## config.mk

```make
export PLATFORM = sky130hd
export DESIGN_NAME = spi_reg_responder
export DESIGN_NICKNAME = d
export VERILOG_FILES = /design/src/rtl/spi_reg_responder.sv
export SDC_FILE = /design/constraint.sdc
export NUM_CORES = 1
export LEC_CHECK = 0
export BUFFER_PORTS_ARGS = -buffer_cell sky130_fd_sc_hd__buf_2
export CELL_PAD_IN_SITES_DETAIL_PLACEMENT = 0
export CELL_PAD_IN_SITES_GLOBAL_PLACEMENT = 1
export CORE_ASPECT_RATIO = 1.1
export CORE_MARGIN = 5
export CORE_UTILIZATION = 54
export DETAILED_ROUTE_END_ITERATION = 8
export PLACE_DENSITY = 0.87
export SETUP_SLACK_MARGIN = 0.02
export SLEW_MARGIN = 15
export SYNTH_ARGS = -nofsm -noshare
export SYNTH_HDL_FRONTEND = slang
export SYNTH_SLANG_ARGS = --single-unit
```

## constraint.sdc

```tcl
create_clock -name clk_clk -period 24.2 [get_ports clk_clk]
set_input_delay 3.63 -clock clk_clk [delete_from_list [all_inputs] [get_ports clk_clk]]
set_output_delay 3.63 -clock clk_clk [all_outputs]
set_load 0.1 [all_outputs]
```

## src/rtl/spi_reg_responder.sv

```systemverilog
// SPI mode-0 slave giving command/register access to a 32x8 register file, plus a local fabric port.
// Optional feature: define SPI_REG_RESPONDER_AUTOINC_EN to step the address after every data byte.
module spi_reg_responder #(
  parameter int          SYNC_STAGES  = 2,
  parameter logic [7:0]  RESET_STATUS = 8'h00
) (
  input  logic       clk_clk,
  input  logic       reset_reset,
  input  logic       spi_SCLK,
  input  logic       spi_MOSI,
  input  logic       spi_SS_n,
  output logic       spi_MISO,
  output logic       spi_MISO_oe,
  input  logic [7:0] status_in,
  input  logic [4:0] loc_addr,
  input  logic       loc_we,
  input  logic [7:0] loc_wdata,
  output logic [7:0] loc_rdata,
  output logic       spi_wr_stb,
  output logic [4:0] spi_wr_addr
);

  typedef enum logic [1:0] {ST_IDLE, ST_CMD, ST_DATA} state_t;

  state_t                 state_q, state_d;
  logic [SYNC_STAGES-1:0] sclk_sync_q, mosi_sync_q, ss_sync_q;
  logic                   sclk_prev_q, ss_prev_q;
  logic                   sclk_s, mosi_s, ss_s;
  logic                   ss_fall, ss_rise, rise_act, fall_act, byte_done;
  logic                   in_xfer, in_cmd;
  logic [2:0]             bit_cnt_q;
  logic [6:0]             rx_shift_q;
  logic [7:0]             rx_byte;
  logic [7:0]             tx_shift_q;
  logic                   skip_fall_q;
  logic [4:0]             addr_q, reload_addr;
  logic                   dir_q, reload_wr;
  logic [7:0]             reload_val;
  logic                   spi_we;
  logic                   oe_q, wr_stb_q;
  logic [4:0]             wr_addr_q;
  logic [7:0]             loc_rdata_q;
  logic [7:0]             regfile_q [32];

  always_ff @(posedge clk_clk or posedge reset_reset) begin
    if (reset_reset) begin
      sclk_sync_q <= '0;
      mosi_sync_q <= '0;
      ss_sync_q   <= '1;
      sclk_prev_q <= 1'b0;
      ss_prev_q   <= 1'b1;
    end else begin
      sclk_sync_q <= {sclk_sync_q[SYNC_STAGES-2:0], spi_SCLK};
      mosi_sync_q <= {mosi_sync_q[SYNC_STAGES-2:0], spi_MOSI};
      ss_sync_q   <= {ss_sync_q[SYNC_STAGES-2:0], spi_SS_n};
      sclk_prev_q <= sclk_s;
      ss_prev_q   <= ss_s;
    end
  end

  assign sclk_s  = sclk_sync_q[SYNC_STAGES-1];
  assign mosi_s  = mosi_sync_q[SYNC_STAGES-1];
  assign ss_s    = ss_sync_q[SYNC_STAGES-1];
  assign ss_fall = ss_prev_q & ~ss_s;
  assign ss_rise = ~ss_prev_q & ss_s;

  always_ff @(posedge clk_clk or posedge reset_reset) begin
    if (reset_reset) state_q <= ST_IDLE;
    else             state_q <= state_d;
  end

  always_comb begin
    state_d = state_q;
    case (state_q)
      ST_IDLE: if (ss_fall) state_d = ST_CMD;
      ST_CMD: begin
        if (ss_rise)        state_d = ST_IDLE;
        else if (byte_done) state_d = ST_DATA;
      end
      ST_DATA: if (ss_rise) state_d = ST_IDLE;
      default: state_d = ST_IDLE;
    endcase
  end

  always_comb begin
    in_xfer = (state_q != ST_IDLE);
    in_cmd  = (state_q == ST_CMD);
  end

  // A high SS_n masks SCLK edges even before the state machine has left the transaction.
  assign rise_act  = sclk_s & ~sclk_prev_q & ~ss_s & in_xfer;
  assign fall_act  = ~sclk_s & sclk_prev_q & ~ss_s & in_xfer;
  assign byte_done = rise_act & (bit_cnt_q == 3'd7);
  assign rx_byte   = {rx_shift_q, mosi_s};
  assign spi_we    = byte_done & ~in_cmd & dir_q;

  always_comb begin
    if (in_cmd) begin
      reload_addr = rx_byte[7:3];
      reload_wr   = rx_byte[1];
    end else begin
`ifdef SPI_REG_RESPONDER_AUTOINC_EN
      reload_addr = addr_q + 5'd1;
`else
      reload_addr = addr_q;
`endif
      reload_wr   = dir_q;
    end
    reload_val = reload_wr ? 8'h00 : regfile_q[reload_addr];
  end

  always_ff @(posedge clk_clk or posedge reset_reset) begin
    if (reset_reset) begin
      bit_cnt_q   <= '0;
      rx_shift_q  <= '0;
      tx_shift_q  <= RESET_STATUS;
      skip_fall_q <= 1'b0;
      addr_q      <= '0;
      dir_q       <= 1'b0;
      oe_q        <= 1'b0;
    end else if (ss_fall) begin
      tx_shift_q  <= status_in;
      bit_cnt_q   <= '0;
      skip_fall_q <= 1'b0;
      oe_q        <= 1'b1;
    end else if (ss_rise) begin
      tx_shift_q  <= RESET_STATUS;
      bit_cnt_q   <= '0;
      skip_fall_q <= 1'b0;
      oe_q        <= 1'b0;
    end else if (rise_act) begin
      rx_shift_q <= rx_byte[6:0];
      bit_cnt_q  <= bit_cnt_q + 3'd1;
      if (byte_done) begin
        addr_q      <= reload_addr;
        dir_q       <= reload_wr;
        tx_shift_q  <= reload_val;
        skip_fall_q <= 1'b1;
      end
    end else if (fall_act) begin
      // The fall right after a byte boundary keeps the freshly loaded MSB on the wire.
      if (skip_fall_q) skip_fall_q <= 1'b0;
      else             tx_shift_q  <= {tx_shift_q[6:0], 1'b0};
    end
  end

  always_ff @(posedge clk_clk or posedge reset_reset) begin
    if (reset_reset) begin
      wr_stb_q  <= 1'b0;
      wr_addr_q <= '0;
    end else begin
      wr_stb_q <= spi_we;
      if (spi_we) wr_addr_q <= addr_q;
    end
  end

  // SPI write is applied last so it wins a same-address collision with the local port.
  always_ff @(posedge clk_clk or posedge reset_reset) begin
    if (reset_reset) begin
      for (int i = 0; i < 32; i++) regfile_q[i] <= '0;
      loc_rdata_q <= '0;
    end else begin
      if (loc_we) regfile_q[loc_addr] <= loc_wdata;
      if (spi_we) regfile_q[addr_q]   <= rx_byte;
      loc_rdata_q <= regfile_q[loc_addr];
    end
  end

  assign spi_MISO    = tx_shift_q[7];
  assign spi_MISO_oe = oe_q;
  assign loc_rdata   = loc_rdata_q;
  assign spi_wr_stb  = wr_stb_q;
  assign spi_wr_addr = wr_addr_q;

endmodule

```

==> flow_summary.ini, run 1 <==
[global_route]
grt_use_total = 0.335
antenna_found_initial = 0
grt_pass1_vias = 15792
grt_pass1_wl_mm = 101
grt_start_max_net_pins = 187
grt.overflow.total = 0

[pwr]
peakVddDrop_uv = 51.8
total_power_uw = 1630
power.density_nw_per_um2 = 79.5
p_leak_uw = 0.00757

[synth]
synth-edff-count = 0
ys.flop_type = dfrtp_1
synth_seq_area_share = 0.401
syn_area_um2 = 19100
ys_warn_count = 0
synth_area_per_cell_um2 = 9.73
synthDistinctLibCells = 60
ys_ff_latch = 306
ys_async_sr_fraction = 1.00
synth_top_cell_by_area = dfrtp_1
syn-num-nets = 1993
synth_area_leaders = dfrtp_1 (40%), mux2i_1 (16%), mux4_2 (9.6%)
synth_top_area_share = 0.397
syn_inst = 1962

[timing]
finalCritPeriodShare = 0.263
hold_viol = 0
worstMarginPinSlew_ps = 1220
fin_ws_ps = 17830
grt_setup_unrepaired = false
slew_viol_final = 0
hold_slack_ps = 345
setup_viol = 0
fin_tns_setup_ps = 0
max_slew_margin = 0.163
min_period_ps = 6370
timing.fmax_ghz = 0.157
skew_ps = 27.6

[floorplanning]
core_area_um2 = 35000
die_h_um = 207
fp-row-count = 72
die_area_um2 = 39200
dieWidth_um = 189
start_util = 0.545
num_io_pins = 43

[layout]
layout-drive-gt1-share = 0.138
final_nets = 1922
design_area_um2 = 20500
area_delta_synth_final_pct = 7.34
antenna-diode-count = 0
fillCellCount = 2972

[routing]
vias = 16421
firstDrtPassIters = 9
avgRoutedWirePerCell_um = 28.3
drcViolationCount = 0
drt_iter0_markers = 2182
drt_wl_total_mm = 66.7
antenna_left = 0
routed_via_density = 6.96

[cts]
cts_buffers = 36
post_cts_resized = 0
cts_root_buffer = clkbuf_16
cts_sinks = 306
clockBufferDepth = 3
post_cts_buffers = 0
insertion_delay_ps = 540
cts_hold_buf = 0
htreeDepth = 2
cts.clk_slew.worst_paths_ps = 60
cts_tree = built

[setup_path]
cp_max_fo = 68
r2r_start = rx_shift_q[2]
criticalPathCategory = in -> reg
cp-start-kind = primary input
cp.required_ps = 24560
critPathLaunch = loc_addr[1]
worst_setup_path_end_kind = flop
worstPathArrival_ps = 6740

[min_path]
holdCritPathClass = reg -> reg
hold_start = mosi_sync_q[0]

[place]
placed_area_um2 = 19300
place.gp.congestion = 0.986
dpl.hpwl_mm = 42.2
post-place-ws_ps = 17430
port-buffer-count = 42

[run_status]
outcome = finished, final reports clean

[run]
maxCapViolCount = 0
[area by class of cell]
class                      count  area (um2)  area share
multi-input combinational   1460       10600       0.519
tap                          444         556      0.0271
clock inverter                 7        62.6     0.00305
clock buffer                  54        1090      0.0532
inverter                      24        97.6     0.00476
timing repair buffer          63         383      0.0187
sequential                   306        7670       0.374
[report_power, final]
| part | total, uW | switching, uW | leakage, uW | internal, uW |
|---|---|---|---|---|
| combinational | 384 | 223 | 0.00372 | 162 |
| clock | 537 | 217 | 0.000570 | 320 |
| sequential | 707 | 103 | 0.00329 | 605 |
[placed cells by master, fill, tap and decap left out, types with 32 or more instances in the layout]
cell type / synthesis / routed
a21oi_1: 130 / 130
o21ai_1: 53 / 53
nor2_1: 124 / 123
buf_2: 26 / 41
clkbuf_16: 0 / 37
mux2_2: 33 / 33
o21ai_0: 160 / 160
dfrtp_1: 303 / 298
mux4_2: 81 / 81
mux2i_1: 312 / 312
a22oi_1: 32 / 32
nand2b_1: 36 / 35
nand2_1: 286 / 286
[metrics by stage]
stage	util	cells
global placement	0.552	2297
finish	0.585	2358
CTS	0.585	2358
global route	0.585	2358
floorplan	-	1962
detailed placement	0.552	2297
[routing by layer]
layer | global-route usage | vias up | wire length (um)
met2 | 0.506 | 1119 | 29700
met3 | 0.0806 | 259 | 7150
met4 | 0.163 | 0 | 4170
met5 | 0 | - | 0
li1 | - | 6973 | -
met1 | 0.457 | 8070 | 25700
[cells by family (layout without fill, tap and decap cells)]
| kind of cell | after synthesis | count (layout) | synth area share |
|---|---|---|---|
| AND/OR/NAND/NOR | 540 | 540 | 0.126 |
| AO/OA/AOI/OAI | 484 | 484 | 0.145 |
| adder cells (fa/ha/maj) | 4 | 4 | 0.00262 |
| multiplexers | 432 | 432 | 0.282 |
| flip-flops | 306 | 306 | 0.401 |
| buffers and inverters | 196 | 148 | 0.0428 |
[Yosys cell counts (6+ instances only)]
cell type,n
mux4_2,81
a22o_1,6
o21ai_1,53
mux2_2,33
nor2_2,8
buf_2,26
o22ai_1,20
dfrtp_1,303
buf_6,6
and3_1,6
inv_1,23
clkbuf_1,125
nand3b_1,7
a211oi_1,20
nor2_1,124
mux2_1,6
nand3_1,18
a22oi_1,32
nand2_1,286
o21ai_0,160
nand2b_1,36
mux2i_1,312
buf_1,14
o31ai_1,7
a31oi_1,19
nand4_1,10
a21oi_1,130
[flip-flops by register name, indices dropped and copies added (netlist names)]
signal	flops
addr_q	5
bit_cnt_q	3
dir_q	1
loc_rdata	8
mosi_sync_q	2
regfile_q	256
rx_shift_q	7
sclk_prev_q	1
sclk_sync_q	2
skip_fall_q	1
spi_MISO_oe	1
spi_wr_addr	5
spi_wr_stb	1
ss_prev_q	1
ss_sync_q	2
state_q	2
tx_shift_q	8
[worst max-delay path: stages]
cell      delay, ps
buf_2            80
buf_4           780
nand3b_1        780
nor2_1         1030
mux2i_1         260
o21ai_0         110
[final timing paths]
path                                  endpoint  depth (start not counted)  slack (ps)
worst max-delay path            regfile_q[237]                          6       17830
worst max register to register   tx_shift_q[4]                          7       19540
min in group asynchronous       regfile_q[154]                          2        3300
max in group asynchronous        regfile_q[40]                          3       19250
worst min-delay path            mosi_sync_q[1]                          0         340
worst min register to register  mosi_sync_q[1]                          0         340
(Power assumes the default switching activity.)
==> run 2, diff against run 1 <==
Settings changed: ABC_AREA set to 1, CORE_UTILIZATION 54 to 47, PLACE_DENSITY 0.87 to 0.82.
Clock period 24.2 ns to 6.6 ns, I/O delays scaled along.
==> flow_summary.ini, run 2 <==
[synth]
ys.flop_type = dfrtp_1
synth_top_cell_by_area = dfrtp_1
syn-num-nets = 2680
syn_inst = 2649
synth_seq_area_share = 0.417
synth-edff-count = 0
synth_top_area_share = 0.412
ys_ff_latch = 306
synth_area_leaders = dfrtp_1 (41%), nand2_1 (18%), o21ai_0 (14%)
synthDistinctLibCells = 33
syn_area_um2 = 18400
ys_warn_count = 0
synth_area_per_cell_um2 = 6.94
synth_most_common_cell = nand2_1
ys_top_cells_by_count = nand2_1 (898), o21ai_0 (527), nand3_1 (423)
ys_async_sr_fraction = 1.00

[setup_path]
criticalPathCategory = reg -> reg
slowest_delay_ps = 750
cp-start-kind = flop
crit_slowest_cell = buf_4
crit_chain = inv_1 -> nand2_1 -> nand2_1 -> nand2_4 -> buf_4 -> nand2_1 -> nand3_1 -> nand3_1 -> nand3_1 -> nand3_1 -> nand2_1 -> nand2_1 -> nand2_1 -> nand2_1 -> a21oi_1
crit_top_cell = nand2_1
path_buf_inv = 2
cp.required_ps = 7100
cp_top_family = simple AND/OR/NAND/NOR gates
cp_max_fo = 66
worst_setup_path_end_kind = flop
worstPathArrival_ps = 4570

[timing]
fin_tns_setup_ps = 0
grt_setup_unrepaired = false
fin_ws_ps = 2530
setup_viol = 0
min_period_ps = 4070
slew_viol_final = 0
skew_ps = 19.1
max_slew_margin = 0.219
hold_viol = 0
finalCritPeriodShare = 0.617
timing.fmax_ghz = 0.245
worstMarginPinSlew_ps = 1170

[run_status]
outcome = finished, violations left
violations = design-rule violations

[routing]
antenna_left = 0
drcViolationCount = 6
drt_wl_total_mm = 77.4
firstDrtPassIters = 9
routed_via_density = 6.32
vias = 19597
avgRoutedWirePerCell_um = 25.0
drt_iter0_markers = 2871

[layout]
final_common_cell = nand2_1
stdcell_count = 3102
largest_reg_flops = 256
fillCellCount = 3863
area_delta_synth_final_pct = 9.16
seq_area_um2 = 7660
regMostFlops = regfile_q
fin_util = 0.516
final_cell_mix = nand2_1 (896), o21ai_0 (526), nand3_1 (423)
multi_input_area_um2 = 9630
final_nets = 2597
design_area_um2 = 20100
layout-drive-gt1-share = 0.0675

[pwr]
p_leak_uw = 0.00947
peakVddDrop_uv = 241
power.density_nw_per_um2 = 330

[global_route]
antenna_found_initial = 0
grt_pass1_vias = 17769
grt_start_max_net_pins = 171
grt_use_total = 0.350
grt.overflow.total = 0
grt_pass1_wl_mm = 115

[min_path]
holdCritPathClass = reg -> reg

[floorplanning]
num_io_pins = 43
start_util = 0.473
die_area_um2 = 43200
core_area_um2 = 38900
fp-row-count = 76
die_h_um = 217
dieWidth_um = 199

[cts]
clockBufferDepth = 3
insertion_delay_ps = 570
htreeDepth = 2
cts_hold_buf = 0
cts_root_buffer = clkbuf_16
cts_tree = built
cts_sinks = 306
post_cts_buffers = 0
post_cts_resized = 0
cts.clk_slew.worst_paths_ps = 60
cts_buffers = 37

[run]
maxCapViolCount = 0

[place]
placed_area_um2 = 18800
post-place-ws_ps = 2360
dpl.hpwl_mm = 47.8
place.gp.congestion = 0.981
dp.cells = 3034
port-buffer-count = 42
==> run 2: kinds of logic (layout without fill, tap and decap cells) <==
family,count (synthesis),count (layout),share of synthesized area
flops,306,306,0.417
compound gates,670,670,0.200
buf+inv,284,229,0.0635
fa+ha+maj,4,4,0.00272
other cells,0,1,0
simple gates,1385,1385,0.318
==> run 2: cell type report <==
cell class / count / area share
clock inverter: 13 / 0.00873
timing repair buffer: 85 / 0.0273
sequential: 306 / 0.382
clock buffer: 54 / 0.0564
multi-input combinational: 2059 / 0.480
inverter: 77 / 0.0146
antenna: 1 / 0.000125
tap: 507 / 0.0316
==> run 2: final timing paths <==
kind | depth (start not counted) | to | slack, ps | from
min reg2reg | 0 | mosi_sync_q[1] | 350 | mosi_sync_q[0]
max reg2reg | 15 | tx_shift_q[3] | 2530 | state_q[1]
max in group asynchronous | 3 | regfile_q[98] | 4470 | reset_reset
min in group asynchronous | 2 | regfile_q[182] | 590 | reset_reset
min | 0 | mosi_sync_q[1] | 350 | mosi_sync_q[0]
max | 15 | tx_shift_q[3] | 2530 | state_q[1]
==> run 2: metal layers <==
metal,vias up,GRT usage,part of all wire
met5,-,0,0
met4,0,0.200,0.068
met3,261,0.0805,0.11
met2,1270,0.507,0.42
met1,9220,0.481,0.40
li1,8846,-,-
==> run 2: metrics by stage <==
step           hold WS [ps]  total power [uW]
5_1_grt                 363              6930
4_1_cts                 354              6580
3_5_place_dp            346              4350
3_3_place_gp            336              4300
2_1_floorplan           331              3750
6_report                351              6630
==> run 2: power by group <==
| part | internal (uW) | switching [uW] |
|---|---|---|
| Sequential | 2290 | 389 |
| Clock | 1350 | 885 |
| Combinational | 562 | 1150 |
| Total | 4200 | 2430 |
